## src/rtl/tdm_slot_sequencer.sv

```systemverilog
// tdm_slot_sequencer: frames a serial TDM bitstream (sync word + 8 payload
// slots) and feeds the 1-to-8 demux with a slot index and the payload bit.
// A flywheel tolerates isolated bad sync words before dropping lock.
module tdm_slot_sequencer #(
  parameter logic [7:0] SYNC_WORD  = 8'hA5,
  parameter int         SLOT_BITS  = 4,
  parameter int         MISS_LIMIT = 3
) (
  input  logic clk,
  input  logic rst_n,
  input  logic rx_bit,
  input  logic rx_valid,
  output logic s0,
  output logic s1,
  output logic s2,
  output logic dout,
  output logic dout_valid,
  output logic locked,
  output logic frame_start,
  output logic sync_err
);

  localparam int               BW       = $clog2(SLOT_BITS + 1);
  localparam logic [BW-1:0]    LAST_BIT = BW'(SLOT_BITS - 1);
  localparam logic [3:0]       MISS_MAX = 4'(MISS_LIMIT);

  typedef enum logic [1:0] {
    HUNT    = 2'd0,
    PAYLOAD = 2'd1,
    CHECK   = 2'd2
  } state_t;

  state_t        state, state_d;
  logic [7:0]    shreg, shreg_d;
  logic [BW-1:0] bit_cnt, bit_cnt_d;
  logic [2:0]    slot_cnt, slot_cnt_d;   // slot index in PAYLOAD, sync bit index in CHECK
  logic [3:0]    miss_cnt, miss_cnt_d;
  logic [2:0]    sel, sel_d;
  logic          dout_d, dout_valid_d, locked_d, frame_start_d, sync_err_d;
  logic [7:0]    word;

  // Candidate sync word including the bit arriving this cycle.
  assign word = {shreg[6:0], rx_bit};

  assign s0 = sel[0];
  assign s1 = sel[1];
  assign s2 = sel[2];

  // State and registered outputs; everything returns to zero on reset.
  always_ff @(posedge clk or negedge rst_n) begin
    if (!rst_n) begin
      state       <= HUNT;
      shreg       <= '0;
      bit_cnt     <= '0;
      slot_cnt    <= '0;
      miss_cnt    <= '0;
      sel         <= '0;
      dout        <= 1'b0;
      dout_valid  <= 1'b0;
      locked      <= 1'b0;
      frame_start <= 1'b0;
      sync_err    <= 1'b0;
    end else begin
      // NOTE: non-blocking assignments so every register samples the values
      // computed from the same clock edge, independent of statement order.
      state       <= state_d;
      shreg       <= shreg_d;
      bit_cnt     <= bit_cnt_d;
      slot_cnt    <= slot_cnt_d;
      miss_cnt    <= miss_cnt_d;
      sel         <= sel_d;
      dout        <= dout_d;
      dout_valid  <= dout_valid_d;
      locked      <= locked_d;
      frame_start <= frame_start_d;
      sync_err    <= sync_err_d;
    end
  end

  // Next-state and next-output logic; nothing advances without rx_valid.
  always_comb begin
    // NOTE: every signal gets a default before the case so no path leaves a
    // value unassigned, which would otherwise infer a latch.
    state_d       = state;
    shreg_d       = shreg;
    bit_cnt_d     = bit_cnt;
    slot_cnt_d    = slot_cnt;
    miss_cnt_d    = miss_cnt;
    sel_d         = sel;          // select lines hold between payload bits
    dout_d        = 1'b0;
    dout_valid_d  = 1'b0;
    locked_d      = locked;
    frame_start_d = 1'b0;
    sync_err_d    = 1'b0;

    if (rx_valid) begin
      unique case (state)
        HUNT: begin
          shreg_d = word;
          if (word == SYNC_WORD) begin
            state_d    = PAYLOAD;
            locked_d   = 1'b1;
            miss_cnt_d = '0;
            bit_cnt_d  = '0;
            slot_cnt_d = '0;
          end
        end

        PAYLOAD: begin
          dout_d        = rx_bit;
          dout_valid_d  = 1'b1;
          sel_d         = slot_cnt;
          frame_start_d = (slot_cnt == 3'd0) && (bit_cnt == '0);
          if (bit_cnt == LAST_BIT) begin
            bit_cnt_d  = '0;
            slot_cnt_d = slot_cnt + 3'd1;  // 7 wraps to 0, ready to count sync bits
            if (slot_cnt == 3'd7) begin
              state_d = CHECK;
            end
          end else begin
            bit_cnt_d = bit_cnt + BW'(1);
          end
        end

        CHECK: begin
          shreg_d    = word;
          slot_cnt_d = slot_cnt + 3'd1;
          if (slot_cnt == 3'd7) begin
            if (word == SYNC_WORD) begin
              miss_cnt_d = '0;
              state_d    = PAYLOAD;
            end else begin
              sync_err_d = 1'b1;
              if (miss_cnt + 4'd1 == MISS_MAX) begin
                // Lock lost: discard the failed word so hunting starts clean.
                locked_d   = 1'b0;
                miss_cnt_d = '0;
                bit_cnt_d  = '0;
                slot_cnt_d = '0;
                shreg_d    = '0;
                state_d    = HUNT;
              end else begin
                miss_cnt_d = miss_cnt + 4'd1;
                state_d    = PAYLOAD;
              end
            end
          end
        end

        default: begin
          state_d = HUNT;
        end
      endcase
    end
  end

endmodule
```

## config.mk

```make
export PLATFORM = sky130hd
export DESIGN_NAME = tdm_slot_sequencer
export DESIGN_NICKNAME = d
export VERILOG_FILES = /design/src/rtl/tdm_slot_sequencer.sv
export SDC_FILE = /design/constraint.sdc
export NUM_CORES = 1
export LEC_CHECK = 0
export ABC_AREA = 1
export CAP_MARGIN = 10
export CORE_ASPECT_RATIO = 0.5
export CORE_MARGIN = 1
export CORE_UTILIZATION = 57
export CTS_CLUSTER_DIAMETER = 60
export DETAILED_ROUTE_END_ITERATION = 10
export PLACE_DENSITY_LB_ADDON = 0.05
export SETUP_SLACK_MARGIN = 0.3
export SLEW_MARGIN = 20
export SYNTH_ARGS = -nofsm -noshare
export SYNTH_HDL_FRONTEND = slang
export SYNTH_SLANG_ARGS = --single-unit
```

## constraint.sdc

```tcl
create_clock -name clk -period 2.07 [get_ports clk]
set_input_delay 0.207 -clock clk [delete_from_list [all_inputs] [get_ports clk]]
set_output_delay 0.207 -clock clk [all_outputs]
set_load 0.005 [all_outputs]
```

Word-level counts from Yosys, hierarchy flattened. Index checks and enable logic that the tools add are counted.

Add/subtract/negate cells: 3. Equality and inequality tests: 12. Multiplexer cells: 42. Reduce and logical (&&, ||, !) cells: 13.

Operators with widths (number): two-way mux 3 bit (9); two-way mux 7 bit (3); one-hot mux 3 bit (3 select lines) (2); two-way mux 1 bit (16); two-way mux 4 bit (4); one-hot mux 7 bit (2 select lines) (1); inequality test 2 bit, second input constant (6); AND reduction 6 bit (2); == test 8 bit, second input constant (1); two-way mux 2 bit (4); one-hot mux 4 bit (2 select lines) (1); AND reduction 4 bit (2); adder 3 x 1 -> 3 bit, second input constant (2); zero test 3 bit (2); one-hot mux 2 bit (3 select lines) (1); AND reduction 5 bit (1); adder 4 x 1 -> 4 bit, second input constant (1); == test 4 x 2 -> 1 bit, second input constant (1); AND reduction 2 bit (2); == test 3 x 2 -> 1 bit, second input constant (1); == test 3 bit, second input constant (1); nonzero test 3 bit (1); == test 2 x 1 -> 1 bit, second input constant (1); == test 2 bit, second input constant (1); other kinds (4) (4).

Flip-flop bits (word level): 27. Input bits: 4. Logic and storage cells: 81.

Logic depth before layout (Yosys ltp).
Word-level depth: 6. Gate-level depth with buffers: 10.

Worst setup path after synthesis. Ideal clock, no wire load.

Path kind: flip-flop to flip-flop. Start: register state[0]. End: register locked. Data arrival time: 1.345 ns. Required time: 1.954 ns. Path slack: 0.608 ns. Stages on the path, launching flop included: 10. Path buffers: 0. Clock period less this slack: 1.462 ns. Cell sequence: dfrtp_1 inv_1 ha_1 inv_2 a21oi_4 nand3_4 clkinv_1 nand2_1 nand2_1 nand2_1.

Word-level cells in the longest chain between the ends: 3. Elaborated cells between the ends (all ways): 9.

Ends and longest elaborated chain: start: declaration (line 33) `state_t state, state_d;`; start signal: assignment (line 66) `state <= state_d;`; == test 2 bit or zero test 2 bit (tied branches) (line 97) `unique case (state)`; inequality test 2 bit (no source line) or nonzero test 2 bit (tied branches); AND reduction 6 bit (no source line); end signal: assignment (line 74) `locked <= locked_d;`; end: declaration (line 18) `output logic locked,`.

Several ways; a longest one is shown, not always the timed one. A chain may end at the register's enable or synchronous reset.

Worst setup path in the final report. Same ends and word-level chain as after synthesis.

==> results.txt <==
initial antenna violation count -> 0
die height -> 38.70 um
H-Tree Depth -> 1
non-filler cells, final -> 243
critical path endpoint category -> register
cts hold-fix bufs -> 0
Synth Register Bits -> 27
Pre-antenna DRT Iters -> 4
layout cells sized above 1 -> 10.10%
TritonCTS clock tree -> yes
max layer used -> met4
Final period util -> 77.35%
Cell variety after synth -> 23
CP delay by family, top -> flip-flops
remaining antenna violation count -> 0
leakage -> 0.9048 nW
ys flop type -> dfrtp_1
crit path kind -> register to register
Comb pwr share -> 44.1%
Area after DPL -> 1699 um2
Die Area -> 2917 um2
setup ws final -> 0.4689 ns
GRT Residual Overflow -> 0
Port Buf Inserts -> 11
Rel. slew slack -> 76.81%
Worst EP required -> 2.24 ns
# setup viols final -> 0
Placed Cells -> 239
pwr dens -> 1155 nW/um2
# diodes -> 0
wire per inst -> 11.97 um
most frequent cells after synthesis -> nand2_1, inv_1, dfrtp_1, nand3_1, ha_1
most frequent cell after synthesis -> nand2_1
number of global-route vias before repair -> 1,127
via count -> 1,225
Final nets -> 224
crit path max-delay cell type -> dfrtp_1
power share of the clock group -> 14.7%
Final Critical Period -> 1.601 ns
Slew Limit Fails -> 0
status -> completed
final hold vios -> 0
sequential group share of total power -> 41.1%
CTS Buffer Depth -> 2
Rows -> 12
switching share of power -> 41.87%
first-pass GRT wire length -> 4878 um
FILL cells -> 204
all-layer global routing usage -> 23.47%
Initial Util -> 64.72%
clock root cell -> clkbuf_8
WL final -> 2909 um
post-place setup slack -> 0.4202 ns
DRT met1 WL -> 1535 um
largest net degree at the start of global routing -> 28
clock latency on the worst-skew pair -> 0.28 ns
Sink Count -> 27
Layout area overhead -> 13.69%
Post-Syn Area per Cell -> 7.996 um2
Worst-path clk slew -> 0.09 ns
1st-iter DRT viols -> 55
Mapped Area -> 1535 um2
Max-Cap Viols -> 0
HP Class -> input port to async pin
Ports -> 12
Synth warnings -> 0
Final HPWL DP -> 2053 um
Inserted Clock Buffers -> 3
DRC -> 0
setup TNS -> 0 ns
post-synth top area share -> 44.01%
Fin Hold WS -> 0.2957 ns
Worst IR Drop VDD -> 0.0006068 V
gpl congestion -> 0.8237
Util after Layout -> 73.58%
metal2 WL -> 1189 um
most frequent CP cell -> nand2_1
Final Cell Area -> 1745 um2
asr flop ratio synth -> 100.0%
RSZ-0062 raised after global routing -> false
Net Count, Synth -> 207
Worst setup SP type -> register
Post-synth EDFFs -> 0
Int Power -> 1.172 mW
Final Skew -> 0.01015 ns
post-synthesis cell count -> 192
Die W -> 75.40 um
Tot Pwr -> 2.017 mW
CP max stage delay -> 0.43 ns
post-synth top area cell -> dfrtp_1
Data arrival, critical path -> 1.77 ns
Tightest Pin Transition -> 0.3478 ns
WL met3 -> 141 um
critical path, cell by cell -> inv_1, ha_1, inv_2, a21oi_4, nand3_4, clkinv_1, nand2_1, nand2_1, nand2_1
synth top area cells -> dfrtp_1, nand2_1, ha_1
Vias/cell -> 5.041
Psw -> 0.8444 mW
fmax -> 624.6 MHz
sequential share of the synthesized area -> 44.01%
Buf/Inv on CP -> 3
core box area -> 2372 um2
Critical Path Fanout Max -> 10
[cells in the final DEF (no fill, tap or decap), types with 3 or more instances in the layout]
cell type	count
dfrtp_1	27
inv_2	3
inv_1	29
o21ai_1	10
nor2_1	10
a21oi_1	4
clkdlybuf4s50_1	11
nand2_1	55
nand3_1	15
nand4_1	6
nand2_2	3
o21ai_0	3
clkbuf_8	3
ha_1	11
[worst reg2reg max path, stage by stage (launching register included)]
cell      delay, ns
dfrtp_1        0.43
inv_1          0.09
ha_1           0.23
inv_2          0.07
a21oi_4        0.28
nand3_4        0.17
clkinv_1       0.08
nand2_1        0.05
nand2_1        0.05
nand2_1        0.04
[flip-flops by register name, indices dropped and copies added, names as in the netlist]
register,cells
bit_cnt,3
dout,1
dout_valid,1
frame_start,1
locked,1
miss_cnt,4
sel,3
shreg,7
slot_cnt,3
state,2
sync_err,1
[per-layer routing]
metal | vias to the layer above | GRT usage (%)
met5 | - | 0
met4 | 0 | 7.870
met3 | 6 | 7.292
li1 | 645 | -
met2 | 27 | 37.28
met1 | 547 | 30.81
[kinds of logic after synthesis]
group                    synth area share [%]
flip-flops                              44.01
AND/OR/NAND/NOR                         31.30
adder cells (fa/ha/maj)                 8.965
buffers and inverters                   8.638
AO/OA/AOI/OAI                           7.091
[final cells by class]
type | instances | area, um2 | share of cell area [%]
Inverter | 34 | 127.6 | 7.312
Tap cell | 35 | 43.79 | 2.509
Sequential cell | 27 | 675.6 | 38.71
Clock buffer | 3 | 41.29 | 2.366
Timing Repair Buffer | 13 | 125.1 | 7.168
Multi-Input combinational cell | 130 | 726.9 | 41.65
Clock inverter | 1 | 5.005 | 0.2867
[final timing paths]
| kind | start | to | slack, ns | depth (start not counted) |
|---|---|---|---|---|
| setup / recovery | state[0] | locked | 0.47 | 9 |
| min in group clk | locked | locked | 0.49 | 2 |
| setup reg to reg | state[0] | locked | 0.47 | 9 |
| max in group asynchronous | rst_n | shreg[2] | 1.51 | 2 |
| hold reg to reg | locked | locked | 0.49 | 2 |
| hold / removal | rst_n | bit_cnt[1] | 0.30 | 2 |
[what timing repair did]
item / CTS / global route
buffers inserted: 0 / 0
endpoints found under the setup margin: 0 / 1
gates resized for setup: 0 / 0
[power groups by stage]
stage	clock (mW)	sequential (mW)	combinational [mW]
6_report	0.297	0.829	0.890
5_1_grt	0.318	0.855	1.01
4_1_cts	0.306	0.829	0.897
3_5_place_dp	0	0.834	0.880
3_3_place_gp	0	0.832	0.871
2_1_floorplan	0	0.804	0.662
(Power assumes the default switching activity.)
